## config.mk

```make
export PLATFORM = sky130hd
export DESIGN_NAME = vga_tile_compositor
export DESIGN_NICKNAME = d
export VERILOG_FILES = /design/src/rtl/vga_tile_compositor.sv
export SDC_FILE = /design/constraint.sdc
export NUM_CORES = 1
export LEC_CHECK = 0
export BUFFER_PORTS_ARGS = -buffer_cell sky130_fd_sc_hd__buf_4
export CAP_MARGIN = 15
export CORE_MARGIN = 2
export CORE_UTILIZATION = 45
export CTS_BUF_LIST = sky130_fd_sc_hd__clkbuf_8
export DETAILED_ROUTE_END_ITERATION = 7
export PLACE_DENSITY = 0.71
export SYNTH_ARGS = -nofsm -noshare
export SYNTH_HDL_FRONTEND = slang
export SYNTH_SLANG_ARGS = --single-unit
export TNS_END_PERCENT = 10
```

## constraint.sdc

```tcl
create_clock -name clk -period 7.2 [get_ports clk]
set_input_delay 0.36 -clock clk [delete_from_list [all_inputs] [get_ports clk]]
set_output_delay 0.36 -clock clk [all_outputs]
set_load 0.01 [all_outputs]
```

## src/rtl/vga_tile_compositor.sv

```systemverilog
// ---------------------------------------------------------------------------
// vga_tile_compositor
//
// Walks an i_hcnt x i_vcnt raster. For every pixel it reads one tile word from
// an external map memory, plus one word from each sprite memory whose tile
// covers the pixel. It then composites the result with fixed sprite priority
// (index 0 wins) and colour-key transparency. Pixels are streamed as RGB444
// through a 2-entry valid/ready output FIFO, with sof/eol sideband bits.
//
// Ports
//   clk, rst             clock; asynchronous active-high reset
//   i_cfg_enable         run enable; low flushes all state on the next edge
//   i_hcnt, i_vcnt       active pixels per line / lines per frame
//   i_spr_bcol/brow/vis  per-sprite tile position and visibility (sprite 0 LSBs)
//   o_map_en/o_map_addr  map read strobe and {tile_row, tile_col}
//   i_map_data           map word, valid one cycle after o_map_en
//   o_spr_en/o_spr_addr  per-sprite read strobe and {off_row, off_col}
//   i_spr_data           sprite words, one-cycle latency
//   i_pix_ready          downstream ready
//   o_pix_valid/data     pixel stream (RGB444)
//   o_pix_sof/eol        first pixel of frame / last pixel of line
// ---------------------------------------------------------------------------
module vga_tile_compositor #(
    parameter int          TILE_LOG2     = 4,
    parameter int          MAP_COLS_LOG2 = 6,
    parameter int          MAP_ROWS_LOG2 = 6,
    parameter int          NUM_SPRITES   = 2,
    parameter logic [15:0] TRANSP_KEY    = 16'hF81F,
    parameter logic [11:0] BG_COLOR      = 12'h000
) (
    input  logic                                   clk,
    input  logic                                   rst,
    input  logic                                   i_cfg_enable,
    input  logic [11:0]                            i_hcnt,
    input  logic [11:0]                            i_vcnt,
    input  logic [NUM_SPRITES*MAP_COLS_LOG2-1:0]   i_spr_bcol,
    input  logic [NUM_SPRITES*MAP_ROWS_LOG2-1:0]   i_spr_brow,
    input  logic [NUM_SPRITES-1:0]                 i_spr_vis,
    output logic                                   o_map_en,
    output logic [MAP_ROWS_LOG2+MAP_COLS_LOG2-1:0] o_map_addr,
    input  logic [15:0]                            i_map_data,
    output logic [NUM_SPRITES-1:0]                 o_spr_en,
    output logic [NUM_SPRITES*2*TILE_LOG2-1:0]     o_spr_addr,
    input  logic [NUM_SPRITES*16-1:0]              i_spr_data,
    input  logic                                   i_pix_ready,
    output logic                                   o_pix_valid,
    output logic [11:0]                            o_pix_data,
    output logic                                   o_pix_sof,
    output logic                                   o_pix_eol
);

    localparam int SAW = 2 * TILE_LOG2;

    // Memory words carry RGB in their top 12 bits.
    function automatic logic [11:0] to_rgb444(input logic [15:0] d);
        return {d[15:12], d[11:8], d[7:4]};
    endfunction

    // Raster fetch position
    logic [11:0]            r_col;
    logic [11:0]            r_row;
    // Tags of the pixel whose memory data arrives this cycle
    logic                   r_inflight;
    logic                   r_tag_oom;
    logic                   r_tag_sof;
    logic                   r_tag_eol;
    logic [NUM_SPRITES-1:0] r_tag_hit;
    // Two-entry output FIFO
    logic [11:0]            r_fifo_rgb [2];
    logic [1:0]             r_fifo_sof;
    logic [1:0]             r_fifo_eol;
    logic                   r_rd_ptr;
    logic                   r_wr_ptr;
    logic [1:0]             r_count;

    logic [11:0]            w_tile_col;
    logic [11:0]            w_tile_row;
    logic [TILE_LOG2-1:0]   w_off_col;
    logic [TILE_LOG2-1:0]   w_off_row;
    logic                   w_oom;
    logic                   w_pop;
    logic                   w_room;
    logic                   w_issue;
    logic [NUM_SPRITES-1:0] w_spr_hit;
    logic                   w_last_col;
    logic                   w_last_row;
    logic [11:0]            w_cap_rgb;

    assign o_pix_valid = (r_count != 2'd0);
    assign o_pix_data  = r_fifo_rgb[r_rd_ptr];
    assign o_pix_sof   = r_fifo_sof[r_rd_ptr];
    assign o_pix_eol   = r_fifo_eol[r_rd_ptr];
    assign w_pop       = o_pix_valid & i_pix_ready;

    // Fetch decision, pixel decomposition and memory strobes/addresses
    always_comb begin
        w_tile_col = r_col >> TILE_LOG2;
        w_tile_row = r_row >> TILE_LOG2;
        w_off_col  = r_col[TILE_LOG2-1:0];
        w_off_row  = r_row[TILE_LOG2-1:0];
        w_oom      = ({20'd0, w_tile_col} >= (32'd1 << MAP_COLS_LOG2)) ||
                     ({20'd0, w_tile_row} >= (32'd1 << MAP_ROWS_LOG2));
        w_last_col = (r_col >= i_hcnt - 12'd1);
        w_last_row = (r_row >= i_vcnt - 12'd1);
        // A fetch is only issued when its pixel is sure to find a FIFO slot.
        w_room     = ({1'b0, r_count} + {2'b00, r_inflight}) < (3'd2 + {2'b00, w_pop});
        w_issue    = !rst && i_cfg_enable && (i_hcnt != 12'd0) && (i_vcnt != 12'd0) && w_room;
        o_map_en   = w_issue && !w_oom;
        o_map_addr = '0;
        if (o_map_en) begin
            o_map_addr = {w_tile_row[MAP_ROWS_LOG2-1:0], w_tile_col[MAP_COLS_LOG2-1:0]};
        end else begin
            o_map_addr = '0;
        end
        w_spr_hit  = '0;
        o_spr_en   = '0;
        o_spr_addr = '0;
        for (int i = 0; i < NUM_SPRITES; i++) begin
            w_spr_hit[i] = i_spr_vis[i] &&
                ({20'd0, w_tile_col} == 32'(i_spr_bcol[i*MAP_COLS_LOG2 +: MAP_COLS_LOG2])) &&
                ({20'd0, w_tile_row} == 32'(i_spr_brow[i*MAP_ROWS_LOG2 +: MAP_ROWS_LOG2]));
            o_spr_en[i] = w_issue && w_spr_hit[i];
            o_spr_addr[i*SAW +: SAW] = o_spr_en[i] ? {w_off_row, w_off_col} : {SAW{1'b0}};
        end
    end

    // Composite the returning memory words; the lowest opaque sprite wins
    always_comb begin
        w_cap_rgb = r_tag_oom ? BG_COLOR : to_rgb444(i_map_data);
        for (int i = NUM_SPRITES - 1; i >= 0; i--) begin
            w_cap_rgb = (r_tag_hit[i] && (i_spr_data[i*16 +: 16] != TRANSP_KEY)) ?
                        to_rgb444(i_spr_data[i*16 +: 16]) : w_cap_rgb;
        end
    end

    // Raster counters and per-pixel tags for the outstanding fetch
    always_ff @(posedge clk or posedge rst) begin
        if (rst) begin
            r_col      <= 12'd0;
            r_row      <= 12'd0;
            r_inflight <= 1'b0;
            r_tag_oom  <= 1'b0;
            r_tag_sof  <= 1'b0;
            r_tag_eol  <= 1'b0;
            r_tag_hit  <= '0;
        end else if (!i_cfg_enable) begin
            r_col      <= 12'd0;
            r_row      <= 12'd0;
            r_inflight <= 1'b0;
            r_tag_oom  <= 1'b0;
            r_tag_sof  <= 1'b0;
            r_tag_eol  <= 1'b0;
            r_tag_hit  <= '0;
        end else begin
            r_inflight <= w_issue;
            if (w_issue) begin
                r_tag_oom <= w_oom;
                r_tag_sof <= (r_col == 12'd0) && (r_row == 12'd0);
                r_tag_eol <= w_last_col;
                r_tag_hit <= w_spr_hit;
                if (w_last_col) begin
                    r_col <= 12'd0;
                    r_row <= w_last_row ? 12'd0 : r_row + 12'd1;
                end else begin
                    r_col <= r_col + 12'd1;
                end
            end else begin
                r_tag_hit <= r_tag_hit;
            end
        end
    end

    // Output FIFO: push the composited pixel, pop on handshake
    always_ff @(posedge clk or posedge rst) begin
        if (rst) begin
            r_fifo_rgb[0] <= 12'd0;
            r_fifo_rgb[1] <= 12'd0;
            r_fifo_sof    <= 2'd0;
            r_fifo_eol    <= 2'd0;
            r_rd_ptr      <= 1'b0;
            r_wr_ptr      <= 1'b0;
            r_count       <= 2'd0;
        end else if (!i_cfg_enable) begin
            r_fifo_rgb[0] <= 12'd0;
            r_fifo_rgb[1] <= 12'd0;
            r_fifo_sof    <= 2'd0;
            r_fifo_eol    <= 2'd0;
            r_rd_ptr      <= 1'b0;
            r_wr_ptr      <= 1'b0;
            r_count       <= 2'd0;
        end else begin
            if (r_inflight) begin
                r_fifo_rgb[r_wr_ptr] <= w_cap_rgb;
                r_fifo_sof[r_wr_ptr] <= r_tag_sof;
                r_fifo_eol[r_wr_ptr] <= r_tag_eol;
                r_wr_ptr             <= ~r_wr_ptr;
            end else begin
                r_wr_ptr <= r_wr_ptr;
            end
            if (w_pop) begin
                r_rd_ptr <= ~r_rd_ptr;
            end else begin
                r_rd_ptr <= r_rd_ptr;
            end
            r_count <= r_count + {1'b0, r_inflight} - {1'b0, w_pop};
        end
    end

endmodule

```

==> results of run 1 <==
## per-layer routing
| metal | share of wire, % | track usage (%) | wire length, um | up-vias |
|---|---|---|---|---|
| met3 | 7.1 | 4.350 | 1051 | 27 |
| met4 | 1.7 | 7.054 | 257 | 0 |
| li1 | - | - | - | 2382 |
| met2 | 50 | 42.20 | 7326 | 187 |
| met1 | 41 | 31.39 | 6117 | 2320 |
| met5 | 0 | 0 | 0 | - |
## cell usage in the layout (no fill, tap or decap), drive strengths merged, types with 4 or more instances in the layout
cell type	netlist	routed
nand3	19	19
buf	11	147
nand4b	7	7
xor2	25	25
nor2	50	50
xnor2	25	25
a21oi	44	44
nor4	13	13
a311oi	10	10
o21ai	13	13
and2	29	29
o31ai	6	6
or4	11	11
inv	35	38
nand2	53	53
or3	29	29
nand4	16	16
o221ai	5	5
nand2b	7	7
nor3	11	11
a211oi	4	4
dfrtp	62	62
ha	36	36
clkbuf	25	9
mux2	14	14
## worst max-delay path by stage
stage                            end  slack, ns  depth (start not counted)
2_1_floorplan   r_col[8]$_DFFE_PP0P_       3.60                         12
3_3_place_gp   r_row[10]$_DFFE_PP0P_       3.01                         11
3_5_place_dp   r_row[10]$_DFFE_PP0P_       2.87                         11
4_1_cts         r_row[6]$_DFFE_PP0P_       3.22                         11
5_1_grt         r_row[6]$_DFFE_PP0P_       2.92                         11
6_report        r_row[6]$_DFFE_PP0P_       3.19                         11
## stage by stage
| stage | power (mW) | std cells | worst slack (ns) |
|---|---|---|---|
| final | 0.9610 | 866 | 3.190 |
| after global routing | 1.008 | 866 | 2.924 |
| after CTS | 0.9628 | 866 | 3.221 |
| after detailed placement | 0.6702 | 850 | 2.874 |
| after global placement | 0.6612 | 850 | 3.011 |
| after floorplan | 0.5646 | 599 | 3.599 |
## power by group through the flow
| stage | registers [mW] | logic, mW | clock network (mW) |
|---|---|---|---|
| after floorplan | 0.389 | 0.175 | 0 |
| final | 0.401 | 0.262 | 0.299 |
| after global placement | 0.406 | 0.255 | 0 |
| after global routing | 0.405 | 0.288 | 0.315 |
| after CTS | 0.401 | 0.264 | 0.298 |
| after detailed placement | 0.408 | 0.263 | 0 |
## cell families (layout without fill, tap and decap cells)
logic type | after synthesis | in the layout
AND/OR/NAND/NOR | 260 | 260
AO/OA/AOI/OAI | 103 | 103
buffers and inverters | 71 | 198
flip-flops | 62 | 62
XOR/XNOR | 50 | 50
adder cells (fa/ha/maj) | 36 | 36
multiplexers | 17 | 17
## registers in the layout, indices dropped and copies added (netlist names), 2 cells and up
register	cells
r_fifo_rgb	24
r_col	12
r_fifo_eol	2
r_row	12
r_tag_hit	2
r_count	2
r_fifo_sof	2
## worst max-delay path, cell delays in order
cell and delay [ns]:
buf_4 0.13, nor4_1 0.85, nor4b_1 0.38, xnor2_1 0.19, ha_1 0.28, and4_1 0.16
o21ai_0 0.08, o221ai_1 0.17, a21oi_1 0.78, nand3_1 0.48, o32ai_1 0.39
## final cells by class
type	count	area share [%]
Multi-Input combinational cell	466	50.67
Sequential cell	62	24.34
Timing Repair Buffer	147	17.31
Tap cell	140	2.748
Inverter	35	2.061
Clock buffer	9	1.943
Clock inverter	7	0.9227
==> impl_metrics.env, run 1 <==
export IMPL_ant_nets=0
export IMPL_end_kind="flop"
export IMPL_drtPass1Iterations=5
export IMPL_max_freq_mhz=249.4
export IMPL_post_drt_wl_per_cell_um=17.03
export IMPL_cellPowerDensity_nw_per_um2=150.8
export IMPL_synthAdderAreaFrac_pct=8.845
export IMPL_synth_compound_area_share_pct=14.18
export IMPL_syn_area_um2=5092
export IMPL_synth_seq_area_share_pct=30.47
export IMPL_post_cts_setup_buffers=0
export IMPL_maxCapViolCount=0
export IMPL_crit_fanout=13
export IMPL_cts_tree="built"
export IMPL_clkPwrFrac_pct=31.1
export IMPL_clockBufferDepth=2
export IMPL_fin_area_um2=6374
export IMPL_grt_pass1_vias=4746
export IMPL_reg2reg_slack_ns=4.00
export IMPL_via_per_inst=5.677
export IMPL_drive_above_1_share_pct=28.37
export IMPL_finalCritPeriodShare_pct=55.69
export IMPL_holdWs_ns=0.2588
export IMPL_power_frac_seq_pct=41.7
export IMPL_cts_resized_gates=0
export IMPL_avgSynthCellArea_um2=8.501
export IMPL_die_area_um2=12180
export IMPL_comb_power_share_pct=27.2
export IMPL_slew_headroom_pct=32.12
export IMPL_cts_hold_buf=0
export IMPL_yosysTopAreaCell="dfrtp_1"
export IMPL_die_h_um=110.4
export IMPL_io_buffer_count=143
export IMPL_initial_utilization_pct=46.57
export IMPL_ir_drop_mv=0.09147
export IMPL_async_flop_share_pct=100.0
export IMPL_synth_top_family_by_area="simple AND/OR/NAND/NOR gates"
export IMPL_timing_rr_start="r_row[2]$_DFFE_PP0P_"
export IMPL_ff_latch_area_um2=1551
export IMPL_netlist_top_cells_count="dfrtp_1, nand2_1, nor2_1"
export IMPL_num_vias=4916
export IMPL_antenna_found_initial=0
export IMPL_p_leak_nw=2.961
export IMPL_grt_max_degree=63
export IMPL_globalRouteOverflowTotal=0
export IMPL_synthSimpleGateAreaFrac_pct=27.96
export IMPL_ioPinCount=148
export IMPL_drc=0
export IMPL_synth_edf_count=0
export IMPL_fin_util_pct=58.28
export IMPL_cp_startpoint="i_vcnt[3]"
export IMPL_synthFlopType="dfrtp_1"
export IMPL_slew_violations=0
export IMPL_skew_ns=0.01323
export IMPL_diodes=0
export IMPL_postSynthCellCount=599
export IMPL_rows=38
export IMPL_tightest_slew_ns=1.009
export IMPL_clkTransAtPathRegs_ns=0.08
export IMPL_cp_required_ns=7.44
export IMPL_switching_power_mw=0.3100
export IMPL_period_needed_ns=4.010
export IMPL_hp_class="in -> async"
export IMPL_reg2reg_depth=7
export IMPL_internal_power_mw=0.6510
export IMPL_areaGrowthSynthToFinish_pct=25.16
export IMPL_wirelength_um=14750
export IMPL_rsz0062_at_grt="false"
export IMPL_synthMuxAreaShare_pct=3.686
export IMPL_yosysMostFrequentCell="dfrtp_1"
export IMPL_setup_viol=0
export IMPL_drtIter0Drc=358
export IMPL_startpoint_type="input pin"
export IMPL_switching_share_pct=32.25
export IMPL_nNetsFinal=859
export IMPL_root_buffer="clkbuf_8"
export IMPL_yosysUniqueCellTypes=66
export IMPL_r2r_end="r_row[6]$_DFFE_PP0P_"
export IMPL_clk_latency_ns=0.34
export IMPL_synth_seq_cells=62
export IMPL_ys_warn_count=0
export IMPL_crit_type="in -> reg"
export IMPL_cp_arrival_ns=4.25
export IMPL_syn_num_nets=737
export IMPL_status="completed"
export IMPL_grt_total_usage_pct=24.47
export IMPL_grt_pass1_wl_um=23110
export IMPL_cts_buffers=9
export IMPL_cts_sinks=62
export IMPL_multi_input_area_um2=3229
export IMPL_htree_levels=3
export IMPL_placed_area_um2=6191
export IMPL_synthTopCellsByArea="dfrtp_1, ha_1, xnor2_1"
export IMPL_dp_hpwl_um=11130
export IMPL_setup_tns_ns=0
export IMPL_fillers=993
export IMPL_synth_top_cell_area_share_pct=30.47
export IMPL_die_w_um=110.4
export IMPL_gp_congestion=0.8549
export IMPL_synth_xor_area_share_pct=8.600
export IMPL_core_um2=10940
export IMPL_finalHoldViolations=0
(Power assumes the default switching activity.)
==> inputs of run 2 (changes only) <==
- ABC_AREA: not set -> 1
- PLACE_DENSITY: 0.71 -> 0.7
- clock period: 7.2 -> 4.1 ns (I/O delays scaled with it)
==> run 2 against run 1 <==
  * Sequential share of layout area fell by 1.3 points
  * Non-clock buffer count fell by 3
  * Final cell count rose by 29%
  * Global-route usage fell by 1.1 points
  * Critical path depth fell by 3
  * Die area rose by 4.1%
  * Total power rose by 86%
  * Sequential power rose by 74%
  * Clock power rose by 120%
==> impl_metrics.env, run 2 <==
export IMPL_status="completed"
export IMPL_drtPass1Iterations=5
export IMPL_finalHoldViolations=0
export IMPL_post_cts_setup_buffers=0
export IMPL_end_kind="output port"
export IMPL_slew_violations=0
export IMPL_synth_seq_cells=62
export IMPL_io_buffer_count=143
export IMPL_setup_viol=0
export IMPL_synthFlopType="dfrtp_1"
export IMPL_timing_rr_start="r_inflight$_DFF_PP0_"
export IMPL_yosysUniqueCellTypes=28
export IMPL_yosysMostFrequentCell="nand2_1"
export IMPL_startpoint_type="flop"
export IMPL_drtIter0Drc=259
export IMPL_fin_util_pct=58.63
export IMPL_finalCritPeriodShare_pct=75.80
export IMPL_maxCapViolCount=0
export IMPL_syn_num_nets=970
export IMPL_clkTransAtPathRegs_ns=0.07
export IMPL_cp_arrival_ns=2.90
export IMPL_globalRouteOverflowTotal=0
export IMPL_gp_congestion=0.8618
export IMPL_design_power_total_mw=1.788
export IMPL_netlist_top_cells_count="nand2_1, inv_1, nor2_1"
export IMPL_cts_resized_gates=0
export IMPL_antenna_found_initial=0
export IMPL_p_leak_nw=3.880
export IMPL_cts_sinks=62
export IMPL_cts_buffers=9
export IMPL_max_freq_mhz=321.8
export IMPL_regMostFlops="r_fifo_rgb"
export IMPL_grt_pass1_wl_um=24270
export IMPL_yosysTopAreaCell="dfrtp_1"
export IMPL_reg_top3="r_fifo_rgb: 24 flops, r_col: 12 flops, r_row: 12 flops"
export IMPL_cts_tree="built"
export IMPL_skew_ns=0.01576
export IMPL_ff_latch_area_um2=1551
export IMPL_diodes=0
export IMPL_cp_required_ns=3.89
export IMPL_grt_max_degree=35
export IMPL_via_per_inst=4.984
export IMPL_placed_area_um2=6486
export IMPL_slew_headroom_pct=36.30
export IMPL_holdWs_ns=0.005444
export IMPL_core_um2=11470
export IMPL_dp_hpwl_um=11400
export IMPL_multi_input_area_um2=3191
export IMPL_final_common_cell="nand2_1"
export IMPL_fillers=1179
export IMPL_ant_nets=0
export IMPL_drc=0
export IMPL_cts_hold_buf=0
export IMPL_setup_tns_ns=0
export IMPL_die_h_um=112.6
export IMPL_hp_class="in -> async"
export IMPL_clockBufferDepth=2
export IMPL_synth_top_cell_area_share_pct=29.22
export IMPL_cellPowerDensity_nw_per_um2=266.0
export IMPL_ioPinCount=148
export IMPL_synth_seq_area_share_pct=29.22
export IMPL_wirelength_um=14710
export IMPL_synth_edf_count=0
export IMPL_postSynthCellCount=832
export IMPL_crit_type="reg -> out"
export IMPL_areaGrowthSynthToFinish_pct=26.63
export IMPL_root_buffer="clkbuf_8"
export IMPL_initial_utilization_pct=46.30
export IMPL_rows=39
export IMPL_period_needed_ns=3.108
export IMPL_crit_fanout=19
export IMPL_final_cell_mix="nand2_1, buf_4, inv_1"
export IMPL_ir_drop_mv=0.1805
export IMPL_htree_levels=3
export IMPL_avgSynthCellArea_um2=6.381
export IMPL_fin_area_um2=6723
export IMPL_syn_area_um2=5309
export IMPL_async_flop_share_pct=100.0
export IMPL_grt_pass1_vias=5089
export IMPL_num_vias=5547
export IMPL_drive_above_1_share_pct=18.97
export IMPL_ys_warn_count=0
export IMPL_clk_latency_ns=0.33
export IMPL_tightest_slew_ns=0.9503
export IMPL_die_w_um=112.6
export IMPL_nNetsFinal=1103
export IMPL_synthTopCellsByArea="dfrtp_1, nand2_1, inv_1"
export IMPL_largest_register_ffs=24
export IMPL_grt_total_usage_pct=23.36
export IMPL_rsz0062_at_grt="false"
export IMPL_cp_startpoint="r_inflight$_DFF_PP0_"
export IMPL_die_area_um2=12680
export IMPL_post_drt_wl_per_cell_um=13.22
run 2: final cells by class:
cell class,count,share of cell area (%)
inverters,129,7.203
multi-input cells,619,47.46
clock buffers,9,1.843
flip-flops and latches,62,23.08
well taps,143,2.661
repair buffers,144,16.08
clock inverters,7,1.675
run 2: per-stage QoR:
step	setup slack (ns)	instances
CTS	0.9377	1113
global placement	0.9475	1097
finish	0.9922	1113
detailed placement	0.9434	1097
global route	0.7635	1113
floorplan	1.624	832
run 2: cell families after synthesis:
| group | share of synthesized area [%] |
|---|---|
| AOI/OAI and AO/OA | 4.690 |
| xor gates and xnor gates | 5.774 |
| adders and majority gates | 8.485 |
| buffers and inverters | 10.77 |
| DFF | 29.22 |
| muxes | 2.545 |
| and+or+nand+nor | 38.51 |
run 2: metal layers:
metal / GRT usage (%) / part of all wire [%]
met3: 5.238 / 7.0
met1: 32.67 / 47
met5: 0 / 0
met4: 5.285 / 1.4
met2: 37.09 / 44
run 2: where the power goes:
| part | internal [mW] | switching, mW | total, mW |
|---|---|---|---|
| registers | 0.648 | 0.0511 | 0.699 |
| clock network | 0.402 | 0.248 | 0.650 |
| logic | 0.202 | 0.237 | 0.439 |
| total | 1.25 | 0.536 | 1.79 |
run 2: worst max-delay path, stage by stage, from the launching register on:
cell and delay (ns):
dfrtp_1 0.41, ha_1 0.21, ha_1 0.18, nor3_1 0.17, nand2_1 0.11, nor2_4 0.43, nand3_1 0.61, nor2_1 0.29
buf_4 0.16
run 2: path summary, 6_finish.rpt:
kind | endpoint | slack (ns) | cells after the start
worst max register to register | r_tag_hit[1]$_DFFE_PP0P_ | 1.71 | 7
min in group clk | r_rd_ptr$_DFFE_PP0P_ | 0.18 | 4
max in group asynchronous | r_tag_hit[0]$_DFFE_PP0P_ | 3.22 | 3
worst min register to register | r_fifo_rgb[3]$_DFFE_PP0P_ | 0.48 | 2
worst max-delay path | o_spr_addr[12] | 0.99 | 8
worst min-delay path | r_col[5]$_DFFE_PP0P_ | 0.005 | 2
==> inputs of run 3 (changes only) <==
- clock period: 4.1 -> 3 ns (I/O delays scaled with it)
==> run 3 against run 2 <==
  * Core utilization fell by 0.055 points
  * Combinational power up 39%
  * Largest power group unchanged
  * Critical path depth did not move
  * Via count rose by 1.4%
==> impl_metrics.env, run 3 (synthesis gave the netlist of run 2 again) <==
export IMPL_status="completed"
export IMPL_grt_pass1_wl_um=24910
export IMPL_slew_violations=0
export IMPL_critical_path_max_stage_delay_ns=0.48
export IMPL_cp_required_ns=2.85
export IMPL_drive_above_1_share_pct=19.28
export IMPL_cts_tree="built"
export IMPL_largest_register_ffs=24
export IMPL_setup_tns_ns=0
export IMPL_end_kind="output port"
export IMPL_cts_resized_gates=0
export IMPL_rsz0062_at_grt="false"
export IMPL_internal_power_mw=1.545
export IMPL_diodes=0
export IMPL_period_needed_ns=2.729
export IMPL_dp_hpwl_um=11570
export IMPL_reg_top3="r_fifo_rgb: 24 flops, r_col: 12 flops, r_row: 12 flops"
export IMPL_startpoint_type="flop"
export IMPL_gr_usage_met2_pct=39.36
export IMPL_comb_power_share_pct=26.7
export IMPL_reg2reg_depth=9
export IMPL_cts_sinks=62
export IMPL_clockBufferDepth=2
export IMPL_antenna_found_initial=0
export IMPL_skew_ns=0.008604
export IMPL_cts_buffers=9
export IMPL_cp_num_buf_inv=1
export IMPL_nNetsFinal=1109
export IMPL_io_buffer_count=143
export IMPL_tightest_slew_ns=0.7399
export IMPL_htree_levels=3
export IMPL_holdWs_ns=0.1295
export IMPL_grt_pass1_vias=5360
export IMPL_die_w_um=112.6
export IMPL_maxCapViolCount=0
export IMPL_whs_path_depth=4
export IMPL_drtIter0Drc=358
export IMPL_crit_type="reg -> out"
export IMPL_hp_class="in -> reg"
export IMPL_die_h_um=112.6
export IMPL_final_cell_mix="nand2_1, buf_4, inv_1"
export IMPL_cpMostUsedCell="ha_1"
export IMPL_clkPwrFrac_pct=31.5
export IMPL_cp_arrival_ns=2.58
export IMPL_slew_headroom_pct=50.60
export IMPL_via_per_inst=5.029
export IMPL_grt_max_degree=36
export IMPL_ant_nets=0
export IMPL_wirelength_um=14940
export IMPL_areaGrowthSynthToFinish_pct=26.51
export IMPL_cellPowerDensity_nw_per_um2=340.4
export IMPL_die_area_um2=12680
export IMPL_finalCritPeriodShare_pct=90.95
export IMPL_grt_total_usage_pct=23.89
export IMPL_drtPass1Iterations=5
export IMPL_switching_power_mw=0.7418
export IMPL_grt_busiest_layer="met2"
export IMPL_crit_cells=8
export IMPL_finalHoldViolations=0
export IMPL_core_um2=11470
export IMPL_ioPinCount=148
export IMPL_post_drt_wl_per_cell_um=13.37
export IMPL_globalRouteOverflowTotal=0
export IMPL_post_cts_setup_buffers=0
export IMPL_crit_fanout=10
export IMPL_cp_slowest_cell="nand3_1"
export IMPL_reg2reg_slack_ns=0.80
export IMPL_setup_viol=0
export IMPL_critPathTopFamily="simple AND/OR/NAND/NOR gates"
export IMPL_rows=39
export IMPL_power_frac_seq_pct=41.8
export IMPL_final_common_cell="nand2_1"
export IMPL_regMostFlops="r_fifo_rgb"
export IMPL_met3_usage_pct=3.996
export IMPL_max_freq_mhz=366.5
export IMPL_gp_congestion=0.8705
export IMPL_ir_drop_mv=0.2400
export IMPL_num_vias=5622
export IMPL_use_met1_pct=32.53
export IMPL_cts_hold_buf=1
export IMPL_clkTransAtPathRegs_ns=0.08
export IMPL_path_cells="ha_1, ha_1, nor3_1, nand2_1, nor2_4, nand3_1, nor2_1, buf_4"
export IMPL_switching_share_pct=32.44
export IMPL_p_leak_nw=3.875
export IMPL_root_buffer="clkbuf_8"
export IMPL_drc=0
export IMPL_initial_utilization_pct=46.30
export IMPL_clk_latency_ns=0.33
-- run 3: cell types whose count changed in the layout (fill, tap and decap cells not counted) --
cell | before | now
nor3_2 | 1 | 0
buf_4 | 144 | 149
inv_6 | 1 | 0
nor3_1 | 8 | 9
dlygate4sd3_1 | 0 | 1
bufinv_16 | 3 | 1
clkinvlp_4 | 0 | 2
inv_1 | 123 | 122
clkinv_4 | 0 | 1
-- run 3: final cells by class --
cell class	count	area [um2]
multi-input combinational	619	3186
sequential	62	1551
timing repair buffer	150	1129
clock buffer	9	123.9
inverter	129	484.2
clock inverter	6	63.81
tap	143	178.9
fill	1136	4751
-- run 3: routing by layer --
layer	wire length [um]	up-vias
met3	1014	15
met2	6858	201
met1	6909	2530
li1	-	2876
met5	0	-
met4	162	0
-- run 3: worst paths after layout --
kind                                            from                    endpoint
max reg2reg                     r_inflight$_DFF_PP0_    r_tag_hit[0]$_DFFE_PP0P_
max                             r_inflight$_DFF_PP0_              o_spr_addr[12]
min in group asynchronous                        rst       r_col[10]$_DFFE_PP0P_
max in group asynchronous                        rst  r_fifo_rgb[15]$_DFFE_PP0P_
min reg2reg                r_fifo_rgb[1]$_DFFE_PP0P_   r_fifo_rgb[1]$_DFFE_PP0P_
min                                      i_pix_ready        r_rd_ptr$_DFFE_PP0P_
-- run 3: worst reg2reg max path: stages, from the launching register on --
cell and delay, ns:
dfrtp_1 0.42, ha_1 0.21, ha_1 0.27, nand2_1 0.05, nand2_1 0.13, nor2_4 0.07
buf_4 0.20, nor2_2 0.54, nand2_1 0.12, nand2_1 0.10
-- run 3: power groups by stage --
stage | Sequential (mW) | Combinational (mW) | Clock [mW]
after floorplan | 0.928 | 0.402 | 0
after global placement | 0.970 | 0.605 | 0
after detailed placement | 0.971 | 0.611 | 0
after CTS | 0.955 | 0.615 | 0.733
after global routing | 0.966 | 0.692 | 0.777
final | 0.956 | 0.610 | 0.720
-- run 3: per-stage QoR --
stage,total power [mW],instance area (um2),setup slack (ns),utilization (%),instances
after CTS,2.304,6716,0.2509,58.57,1118
after floorplan,1.330,5309,0.5792,-,832
final,2.286,6716,0.2714,58.57,1118
after detailed placement,1.582,6519,0.2647,56.85,1102
after global routing,2.435,6716,0.1060,58.57,1118
after global placement,1.575,6519,0.3230,56.85,1102
